$ cat config.mk
export PLATFORM = sky130hd
export DESIGN_NAME = rrn_axis_arb
export DESIGN_NICKNAME = d
export VERILOG_FILES = /design/src/rtl/rrn_pkg.sv /design/src/rtl/axis_slice2.sv /design/src/rtl/rrn_axis_arb.sv
export SDC_FILE = /design/constraint.sdc
export NUM_CORES = 1
export LEC_CHECK = 0
export BUFFER_PORTS_ARGS = -buffer_cell sky130_fd_sc_hd__buf_2
export CAP_MARGIN = 10
export CORE_MARGIN = 1
export CORE_UTILIZATION = 47
export DETAILED_ROUTE_END_ITERATION = 7
export PLACE_DENSITY = 0.82
export SYNTH_ARGS = -nofsm -noshare
export SYNTH_HDL_FRONTEND = slang
export SYNTH_SLANG_ARGS = --single-unit
$ cat constraint.sdc
create_clock -name clk -period 4.2 [get_ports clk]
set_clock_uncertainty 0.2 [all_clocks]
set_input_delay 0.42 -clock clk [delete_from_list [all_inputs] [get_ports clk]]
set_output_delay 0.42 -clock clk [all_outputs]
set_load 0.01 [all_outputs]
$ cat src/rtl/rrn_pkg.sv
// Shared definitions for the round-robin AXI-Stream arbiter:
// FSM state encoding, source-index width helper and the channel-count limit.
package rrn_pkg;

  localparam int RRN_MAX_INPUTS = 16;

  typedef enum logic [0:0] {
    ST_IDLE = 1'b0,
    ST_LOCK = 1'b1
  } rrn_state_e;

  // Width of a source index; a single input still needs one bit.
  function automatic int rrn_idx_w(input int n);
    return (n <= 1) ? 1 : $clog2(n);
  endfunction

endpackage

$ cat src/rtl/axis_slice2.sv
// Two-entry register slice for the arbiter output. Holds the beat payload
// in head/tail registers; only the occupancy counter is reset, so a reset
// simply discards whatever the storage still contains.
module axis_slice2 #(
  parameter int WIDTH = 33
) (
  input  logic             clk,
  input  logic             rst,
  input  logic             push,
  input  logic [WIDTH-1:0] din,
  input  logic             rdy,
  output logic [WIDTH-1:0] dout,
  output logic             vld,
  output logic             full
);

  logic [1:0]       count;
  logic [WIDTH-1:0] head_p1;
  logic [WIDTH-1:0] tail_p1;
  logic             pop;
  logic             push_ok;

  assign vld     = (count != 2'd0);
  assign full    = (count == 2'd2);
  assign pop     = vld & rdy;
  assign push_ok = push & (~full | pop);
  assign dout    = head_p1;

  // Occupancy: push and pop together leave the count unchanged.
  always_ff @(posedge clk) begin
    if (rst) begin
      count <= 2'd0;
    end else if (push_ok & ~pop) begin
      count <= count + 2'd1;
    end else if (pop & ~push_ok) begin
      count <= count - 2'd1;
    end
  end

  // Stage 1 storage: head is always the oldest beat; tail only fills when head is busy.
  always_ff @(posedge clk) begin
    if (push_ok & pop) begin
      if (count == 2'd2) begin
        head_p1 <= tail_p1;
        tail_p1 <= din;
      end else begin
        head_p1 <= din;
      end
    end else if (push_ok) begin
      if (count == 2'd0) begin
        head_p1 <= din;
      end else begin
        tail_p1 <= din;
      end
    end else if (pop) begin
      head_p1 <= tail_p1;
    end
  end

endmodule

$ cat src/rtl/rrn_axis_arb.sv
// N-to-1 round-robin AXI-Stream arbiter with registered grant and a
// 2-entry output register slice. s_TREADY depends only on registers, so
// there is no combinational path from any s_TVALID to any s_TREADY.
// Optional feature macro: RRN_TDEST_EN adds o_TDEST (source index carried
// through the slice alongside its beat).
module rrn_axis_arb
  import rrn_pkg::*;
#(
  parameter int N_INPUTS   = 4,
  parameter int DATA_WIDTH = 32,
  parameter int TLAST_ARB  = 1
) (
  input  logic                           clk,
  input  logic                           rst,
  input  logic [N_INPUTS*DATA_WIDTH-1:0] s_TDATA,
  input  logic [N_INPUTS-1:0]            s_TVALID,
  output logic [N_INPUTS-1:0]            s_TREADY,
  input  logic [N_INPUTS-1:0]            s_TLAST,
  output logic [DATA_WIDTH-1:0]          o_TDATA,
  output logic                           o_TVALID,
  input  logic                           o_TREADY,
  output logic                           o_TLAST
`ifdef RRN_TDEST_EN
  ,
  output logic [rrn_idx_w(N_INPUTS)-1:0] o_TDEST
`endif
);

  localparam int IDX_W = rrn_idx_w(N_INPUTS);
`ifdef RRN_TDEST_EN
  localparam int SLICE_W = DATA_WIDTH + 1 + IDX_W;
`else
  localparam int SLICE_W = DATA_WIDTH + 1;
`endif

  if (N_INPUTS < 1 || N_INPUTS > RRN_MAX_INPUTS) begin : g_n_range
    $error("rrn_axis_arb: N_INPUTS out of range");
  end

  rrn_state_e            state, state_nx;
  logic [N_INPUTS-1:0]   owner, owner_nx;
  logic [IDX_W-1:0]      ptr, ptr_nx;
  logic [IDX_W-1:0]      owner_idx;
  logic                  first_grant, first_nx;
  logic                  slice_full;
  logic [DATA_WIDTH-1:0] sel_data;
  logic                  sel_valid;
  logic                  sel_last;
  logic                  accept;
  logic                  term;
  logic [SLICE_W-1:0]    slice_in;
  logic [SLICE_W-1:0]    slice_out;

  // First requester at or after index 'start', wrapping: the request vector is
  // doubled, everything below 'start' is masked off, and the lowest surviving
  // bit is isolated and folded back onto N bits.
  function automatic logic [N_INPUTS-1:0] rr_pick(input logic [N_INPUTS-1:0] req,
                                                  input int                  start);
    logic [2*N_INPUTS-1:0] dreq;
    logic [2*N_INPUTS-1:0] masked;
    logic [2*N_INPUTS-1:0] lowest;
    dreq   = {req, req};
    masked = dreq & ({(2*N_INPUTS){1'b1}} << start);
    lowest = masked & (-masked);
    return lowest[N_INPUTS-1:0] | lowest[2*N_INPUTS-1:N_INPUTS];
  endfunction

  // One-hot owner to index.
  always_comb begin
    owner_idx = '0;
    for (int i = 0; i < N_INPUTS; i++) begin
      if (owner[i]) owner_idx = IDX_W'(i);
    end
  end

  // Input mux: AND-OR select of the owner's beat.
  always_comb begin
    sel_data = '0;
    for (int i = 0; i < N_INPUTS; i++) begin
      if (owner[i]) sel_data = sel_data | s_TDATA[i*DATA_WIDTH +: DATA_WIDTH];
    end
  end

  assign sel_valid = |(s_TVALID & owner);
  assign sel_last  = |(s_TLAST & owner);
  assign s_TREADY  = (state == ST_LOCK) ? (owner & {N_INPUTS{~slice_full}}) : '0;
  assign accept    = (state == ST_LOCK) & sel_valid & ~slice_full;
  assign term      = accept & ((TLAST_ARB == 0) | sel_last);

  // Next grant. After reset input 0 has top priority; from then on the search
  // starts just after the last owner. The finishing owner's own valid counts
  // as a request, at lowest priority, so it keeps the grant when alone.
  always_comb begin
    state_nx = state;
    owner_nx = owner;
    ptr_nx   = ptr;
    first_nx = first_grant;
    case (state)
      ST_IDLE: begin
        if (|s_TVALID) begin
          owner_nx = rr_pick(s_TVALID, first_grant ? int'(ptr) : int'(ptr) + 1);
          first_nx = 1'b0;
          state_nx = ST_LOCK;
        end
      end
      ST_LOCK: begin
        if (term) begin
          ptr_nx = owner_idx;
          if (|s_TVALID) begin
            owner_nx = rr_pick(s_TVALID, int'(owner_idx) + 1);
          end else begin
            owner_nx = '0;
            state_nx = ST_IDLE;
          end
        end
      end
      default: begin
        owner_nx = '0;
        state_nx = ST_IDLE;
      end
    endcase
  end

  // Grant state registers.
  always_ff @(posedge clk) begin
    if (rst) begin
      state       <= ST_IDLE;
      owner       <= '0;
      ptr         <= '0;
      first_grant <= 1'b1;
    end else begin
      state       <= state_nx;
      owner       <= owner_nx;
      ptr         <= ptr_nx;
      first_grant <= first_nx;
    end
  end

`ifdef RRN_TDEST_EN
  assign slice_in = {owner_idx, sel_last, sel_data};
  assign o_TDEST  = slice_out[DATA_WIDTH+1 +: IDX_W];
`else
  assign slice_in = {sel_last, sel_data};
`endif

  // Stage boundary: accepted beat enters the output register slice.
  axis_slice2 #(
    .WIDTH(SLICE_W)
  ) u_slice (
    .clk  (clk),
    .rst  (rst),
    .push (accept),
    .din  (slice_in),
    .rdy  (o_TREADY),
    .dout (slice_out),
    .vld  (o_TVALID),
    .full (slice_full)
  );

  assign o_TDATA = slice_out[DATA_WIDTH-1:0];
  assign o_TLAST = slice_out[DATA_WIDTH];

endmodule
Word-level counts from Yosys, hierarchy flattened --
Index checks and enable logic that the tools add are counted. Widths: inputs -> output; s select.
Storage, ports and cells: flip-flop bits (word level) 76, output and inout port bits 38, word-level logic and storage cells 86
Cells by class: $add $sub $neg 6, eq/ne operators 6, shifts and indexed selects 2, mux-type cells 27, bitwise logic cells 25, reduce and logical (&&, ||, !) cells 13
Operators by type and width (number):
- $mux 33 | 9
- $mux 32 | 4
- $or 32x32->32 | 3
- $and 8x8->8 | 4
- $mux 4 | 4
- $neg 8->8 | 2
- $shl 8x3->8 const A | 2
- $and 4x4->4 | 3
- $reduce_or 4->1 | 3
- $and 1x1->1 | 8
- $mux 2 | 4
- $or 4x4->4 | 2
- $pmux 4 s2 | 1
- $reduce_and 2->1 | 4
- $add 2x1->3 const B | 2
- $ne 2x1->1 const B | 3
- $reduce_bool 2->1 | 3
- $not 1->1 | 4
- $mux 1 | 3
- $mux 3 | 1
- $ne 3x3->1 const B | 1
- $reduce_and 3->1 | 1
- $reduce_bool 3->1 | 1
- $add 2x1->2 const B | 1
- other kinds (6) | 6

Depth between registers and ports, before layout --
depth after elaboration 12, depth in mapped cells 9, gate-level depth less buffers 8

Modules after synthesis --
Synthesis repeated with hierarchy kept, for this count alone.
Second synthesis, totals: cells, all modules 337, area, all modules 4139.0 µm²
Modules (own cells, without submodules):
- axis_slice2 | instances 1, cells each 122, area an instance 2703.8 µm², sequential area each 2021.9 µm²
- rrn_axis_arb | instances 1, cells each 215, area an instance 1435.1 µm², sequential area each 160.2 µm²

Worst setup path after synthesis --
OpenSTA, ideal clock, no wires.
path kind register -> register, from reg u_slice.count[0], to reg u_slice.head_p1[0] (netlist: u_slice.dout[0]), enable pin, setup time 0.469 ns, arrival 3.177 ns, required time 3.531 ns, path slack 0.354 ns, stages on the path, launching flop included 4, path through dfxtp_1 nand2b_1 o211ai_2 o21ai_0
On the way: word-level cells in the longest chain between the ends 7
RTL lines:
- from (decl) | line axis_slice2.sv:17 | logic [1:0] count;
- from (signal assigned) | line axis_slice2.sv:34 | count <= count + 2'd1;
- from (signal assigned) | line axis_slice2.sv:36 | count <= count - 2'd1;
- $reduce_bool 2->1 / $eq 2x2->1 (equally long branches) | line axis_slice2.sv:23, axis_slice2.sv:24
- $and 1x1->1 / $not 1->1 (equally long branches) | line axis_slice2.sv:25, axis_slice2.sv:26, rrn_axis_arb.sv:87
- $or 1x1->1 / $and 1x1->1 (equally long branches) | line axis_slice2.sv:26, rrn_axis_arb.sv:87
- $and 1x1->1 | line axis_slice2.sv:26 | assign push_ok = push & (~full | pop);
- $and 1x1->1 | line axis_slice2.sv:42 | if (push_ok & pop) begin
- $ne 3x3->1 (no line) / $reduce_bool 3->1 (equally long branches)
- $reduce_and 2->1 (no line) *
- to (signal assigned) | line axis_slice2.sv:44 | head_p1 <= tail_p1;
- to (signal assigned) | line axis_slice2.sv:47 | head_p1 <= din;
- to (signal assigned) | line axis_slice2.sv:51 | head_p1 <= din;
- to (decl) | line axis_slice2.sv:18 | logic [WIDTH-1:0] head_p1;
Every way passes the cells marked *; elsewhere a longest branch is shown, timed or not. A chain may end at the register's enable or synchronous reset.

Final worst setup path --
from reg owner[0], to reg u_slice.tail_p1[2], enable pin
On the way: word-level cells in the longest chain between the ends 8
RTL lines:
- from (decl) | line rrn_axis_arb.sv:41 | logic [N_INPUTS-1:0] owner, owner_nx;
- from (signal assigned) | line rrn_axis_arb.sv:133 | owner <= owner_nx;
- $and 4x4->4 * | line rrn_axis_arb.sv:84 | assign sel_valid = |(s_TVALID & owner);
- $reduce_or 4->1 * | line rrn_axis_arb.sv:84
- $and 1x1->1 * (2 in a row) | line rrn_axis_arb.sv:87 | assign accept = (state == ST_LOCK) & sel_valid & ~slice_full;
- $and 1x1->1 * | line axis_slice2.sv:26
- $and 1x1->1 | line axis_slice2.sv:42
- $ne 2x1->1 (no line) / $reduce_bool 2->1 (equally long branches)
- $reduce_and 3->1 (no line) *
- to (signal assigned) | line axis_slice2.sv:45 | tail_p1 <= din;
- to (signal assigned) | line axis_slice2.sv:53 | tail_p1 <= din;
- to (decl) | line axis_slice2.sv:19 | logic [WIDTH-1:0] tail_p1;
Marked as above.

==> impl_metrics.py <==
metrics = {
    "finish": {
        "final_common_cell": "buf_2",
        "drive_above_1_share": 0.4653,
        "final_cell_mix": "buf_2, a22oi_1, edfxtp_1",
        "finish.utilization": 0.6442,
        "n_antenna_cell": 0,
        "fill_cells": 663,
        "final-instance-count-excl-fill": 607,
        "area_growth_pct": 29.25,
        "final_nets": 642,
    },
    "cts": {
        "clk_root_buffer_cell": "clkbuf_8",
        "insertion_delay_ns": 0.34,
        "postCtsResizedCells": 0,
        "holdBufCountCts": 0,
        "clk_pin_slew_ns": 0.08,
        "cts_tree": "yes",
        "cts_buffers": 9,
        "postCtsSetupBuffers": 0,
        "clk_path_buf_depth": 2,
        "cts_max_level": 3,
        "clock_sinks": 76,
    },
    "min_path": {
        "min_path_cells": 3,
        "min_to": "u_slice.tail_p1[27]",
        "hp-class": "input port to flip-flop",
        "hold_start": "s_TDATA[59]",
    },
    "placement": {
        "dpl.hpwl_microns": 7156,
        "gp_congestion": 0.8297,
        "dp_cells": 591,
        "place_ws_ns": 1.153,
        "io_buffers": 176,
    },
    "setup_path": {
        "worstPathMaxFanout": 36,
        "critical_path_arrival_ns": 2.79,
        "crit_slowest_cell": "and2_2",
        "critPathTopFamily": "simple AND/OR/NAND/NOR gates",
        "endpoint_kind": "flip-flop",
        "crit_chain": "buf_4 > a22o_1 > o211ai_2 > inv_2 > ha_1 > mux2i_1 > and2_2",
        "startpoint_type": "flip-flop",
        "r2r_cells": 7,
        "required_ns": 3.97,
        "cp.buffers_inverters": 2,
        "ff2ff_setup_slack_ns": 1.18,
        "crit_type": "flip-flop to flip-flop",
        "r2r_start": "owner[0]",
        "slowest_delay_ns": 0.66,
        "r2r_end": "u_slice.tail_p1[2]",
    },
    "synthesis": {
        "synth_cells": 334,
        "syn_area_sq_um": 3931,
        "ys_ff_latch": 76,
        "synth_edf_count": 66,
        "ys_seq_area_frac": 0.5551,
        "syn_area_per_cell_sq_um": 11.77,
        "ys_async_sr_fraction": 0,
        "ys_warn_count": 0,
        "synth_flop_cell": "edfxtp_1",
        "synth_nets": 476,
        "yosysUniqueCellTypes": 49,
    },
    "routing": {
        "avgRoutedWirePerCell_microns": 16.41,
        "drt_iter0_drc": 120,
        "routed_wl_microns": 9961,
        "via_per_inst": 5.544,
        "wl_met2_microns": 5157,
        "wl_met1_microns": 4071,
        "drc": 0,
        "top_layer_used": "met4",
        "wl_met3_microns": 692,
        "antenna_left": 0,
        "dr_total_vias": 3365,
        "drt_first_pass_iters": 4,
    },
    "floorplan": {
        "rows": 32,
        "start_util": 0.4984,
        "io_pins": 177,
        "die_h_microns": 93.46,
        "die-area_sq_um": 8734,
        "core_area_sq_um": 7888,
        "die_w_microns": 93.46,
    },
    "power": {
        "p_leak_nw": 2.200,
        "total_power_mw": 2.402,
        "sw_frac_of_total": 0.3031,
        "cellPowerDensity_nw_per_um2": 472.7,
        "ir_drop_uv": 331.0,
        "clock_power_share": 0.247,
        "comb_power_share": 0.296,
        "power.switching_mw": 0.7279,
        "p_int_mw": 1.674,
        "seqPwrFrac": 0.457,
    },
    "global_route": {
        "grt_use_total": 0.2289,
        "overflow": 0,
        "antenna_found_initial": 0,
        "grt_max_degree": 43,
        "grt_pass1_vias": 3155,
        "grt_pass1_wl_microns": 15190,
    },
    "timing": {
        "period_needed_ns": 3.022,
        "tns_ns": 0,
        "slew_violations": 0,
        "finalHoldViolCount": 0,
        "setup_ws_ns": 1.178,
        "period_share": 0.7196,
        "rsz0062_at_grt": "no",
        "tightest_slew_ns": 1.051,
        "setup_violations": 0,
        "clock.fmax_ghz": 0.3309,
        "slew_headroom": 0.2964,
    },
    "job": {
        "maxCapViolations": 0,
    },
    "outcome": {
        "status": "finished, final reports clean",
    },
}
-- synth_stat cells (3+ instances only) --
| cell type | count | share of area |
|---|---|---|
| o21ai_0 | 7 | 0.0089 |
| a311oi_1 | 4 | 0.0089 |
| a22oi_1 | 66 | 0.13 |
| inv_1 | 4 | 0.0038 |
| nor2_1 | 10 | 0.0095 |
| and3_1 | 5 | 0.0080 |
| buf_1 | 3 | 0.0029 |
| a21oi_1 | 7 | 0.0089 |
| nand2b_1 | 3 | 0.0048 |
| nor3_1 | 4 | 0.0051 |
| or2_2 | 3 | 0.0048 |
| clkbuf_1 | 17 | 0.016 |
| nand3_1 | 5 | 0.0064 |
| nand2_1 | 41 | 0.039 |
| buf_2 | 3 | 0.0038 |
| edfxtp_1 | 66 | 0.50 |
| buf_6 | 3 | 0.0086 |
| dfxtp_1 | 10 | 0.051 |
| ha_1 | 3 | 0.0095 |
| nor2b_1 | 4 | 0.0064 |
| mux2_2 | 31 | 0.089 |
-- power groups by stage --
stage / combinational [mW] / clock [mW] / sequential, mW
after floorplan: 0.392 / 0 / 1.17
after global placement: 0.697 / 0 / 1.11
after detailed placement: 0.719 / 0 / 1.12
after CTS: 0.720 / 0.607 / 1.10
after global routing: 0.776 / 0.632 / 1.11
final: 0.711 / 0.593 / 1.10
-- cell families after synthesis --
kind of cell,Yosys count,synth area share
compound gates,103,0.1951
xor+xnor,4,0.008913
fa+ha+maj,3,0.009549
buf+inv,31,0.03628
flops,76,0.5551
mux,33,0.09421
simple gates,84,0.1009
-- per-layer routing --
layer,global-route usage,vias to the layer above
li1,-,1645
met2,0.4124,140
met5,0,-
met1,0.2824,1575
met3,0.03659,5
met4,0.06538,0
-- tightest hold or removal path: stages --
cell and delay, ns:
buf_2 0.07, a22oi_1 0.05, nand2_1 0.07
-- per-stage QoR --
stage	hold slack, ns	area [sq um]
floorplan	0.2935	3931
global placement	0.3117	4866
detailed placement	0.3339	4866
CTS	0.1733	5081
global route	0.1834	5081
finish	0.1894	5081
-- layout make-up --
type | count | area, sq um | area share
inverters | 5 | 18.77 | 0.003694
multi-input cells | 227 | 1619 | 0.3186
clock inverters | 6 | 87.58 | 0.01724
well taps | 102 | 127.6 | 0.02512
flip-flops and latches | 76 | 2182 | 0.4295
repair buffers | 181 | 918.4 | 0.1807
clock buffers | 10 | 127.6 | 0.02512
-- sequential cells by signal (all words and copies together), names as in the netlist --
register,count
first_grant,1
owner,4
u_slice.tail_p1,33
state,1
u_slice.dout,33
ptr,2
u_slice.count,2
-- worst max path at each step --
stage	endpoint	from	slack (ns)	cells after the start
finish	u_slice.tail_p1[2]	owner[0]	1.18	7
floorplan	u_slice.dout[0]	u_slice.count[0]	0.35	3
global route	u_slice.tail_p1[28]	owner[0]	0.92	7
CTS	u_slice.tail_p1[14]	owner[0]	1.17	7
detailed placement	u_slice.tail_p1[18]	s_TVALID[1]	1.15	7
global placement	u_slice.tail_p1[9]	s_TVALID[1]	1.23	7
No activity file was read; power rests on OpenSTA's default activity.
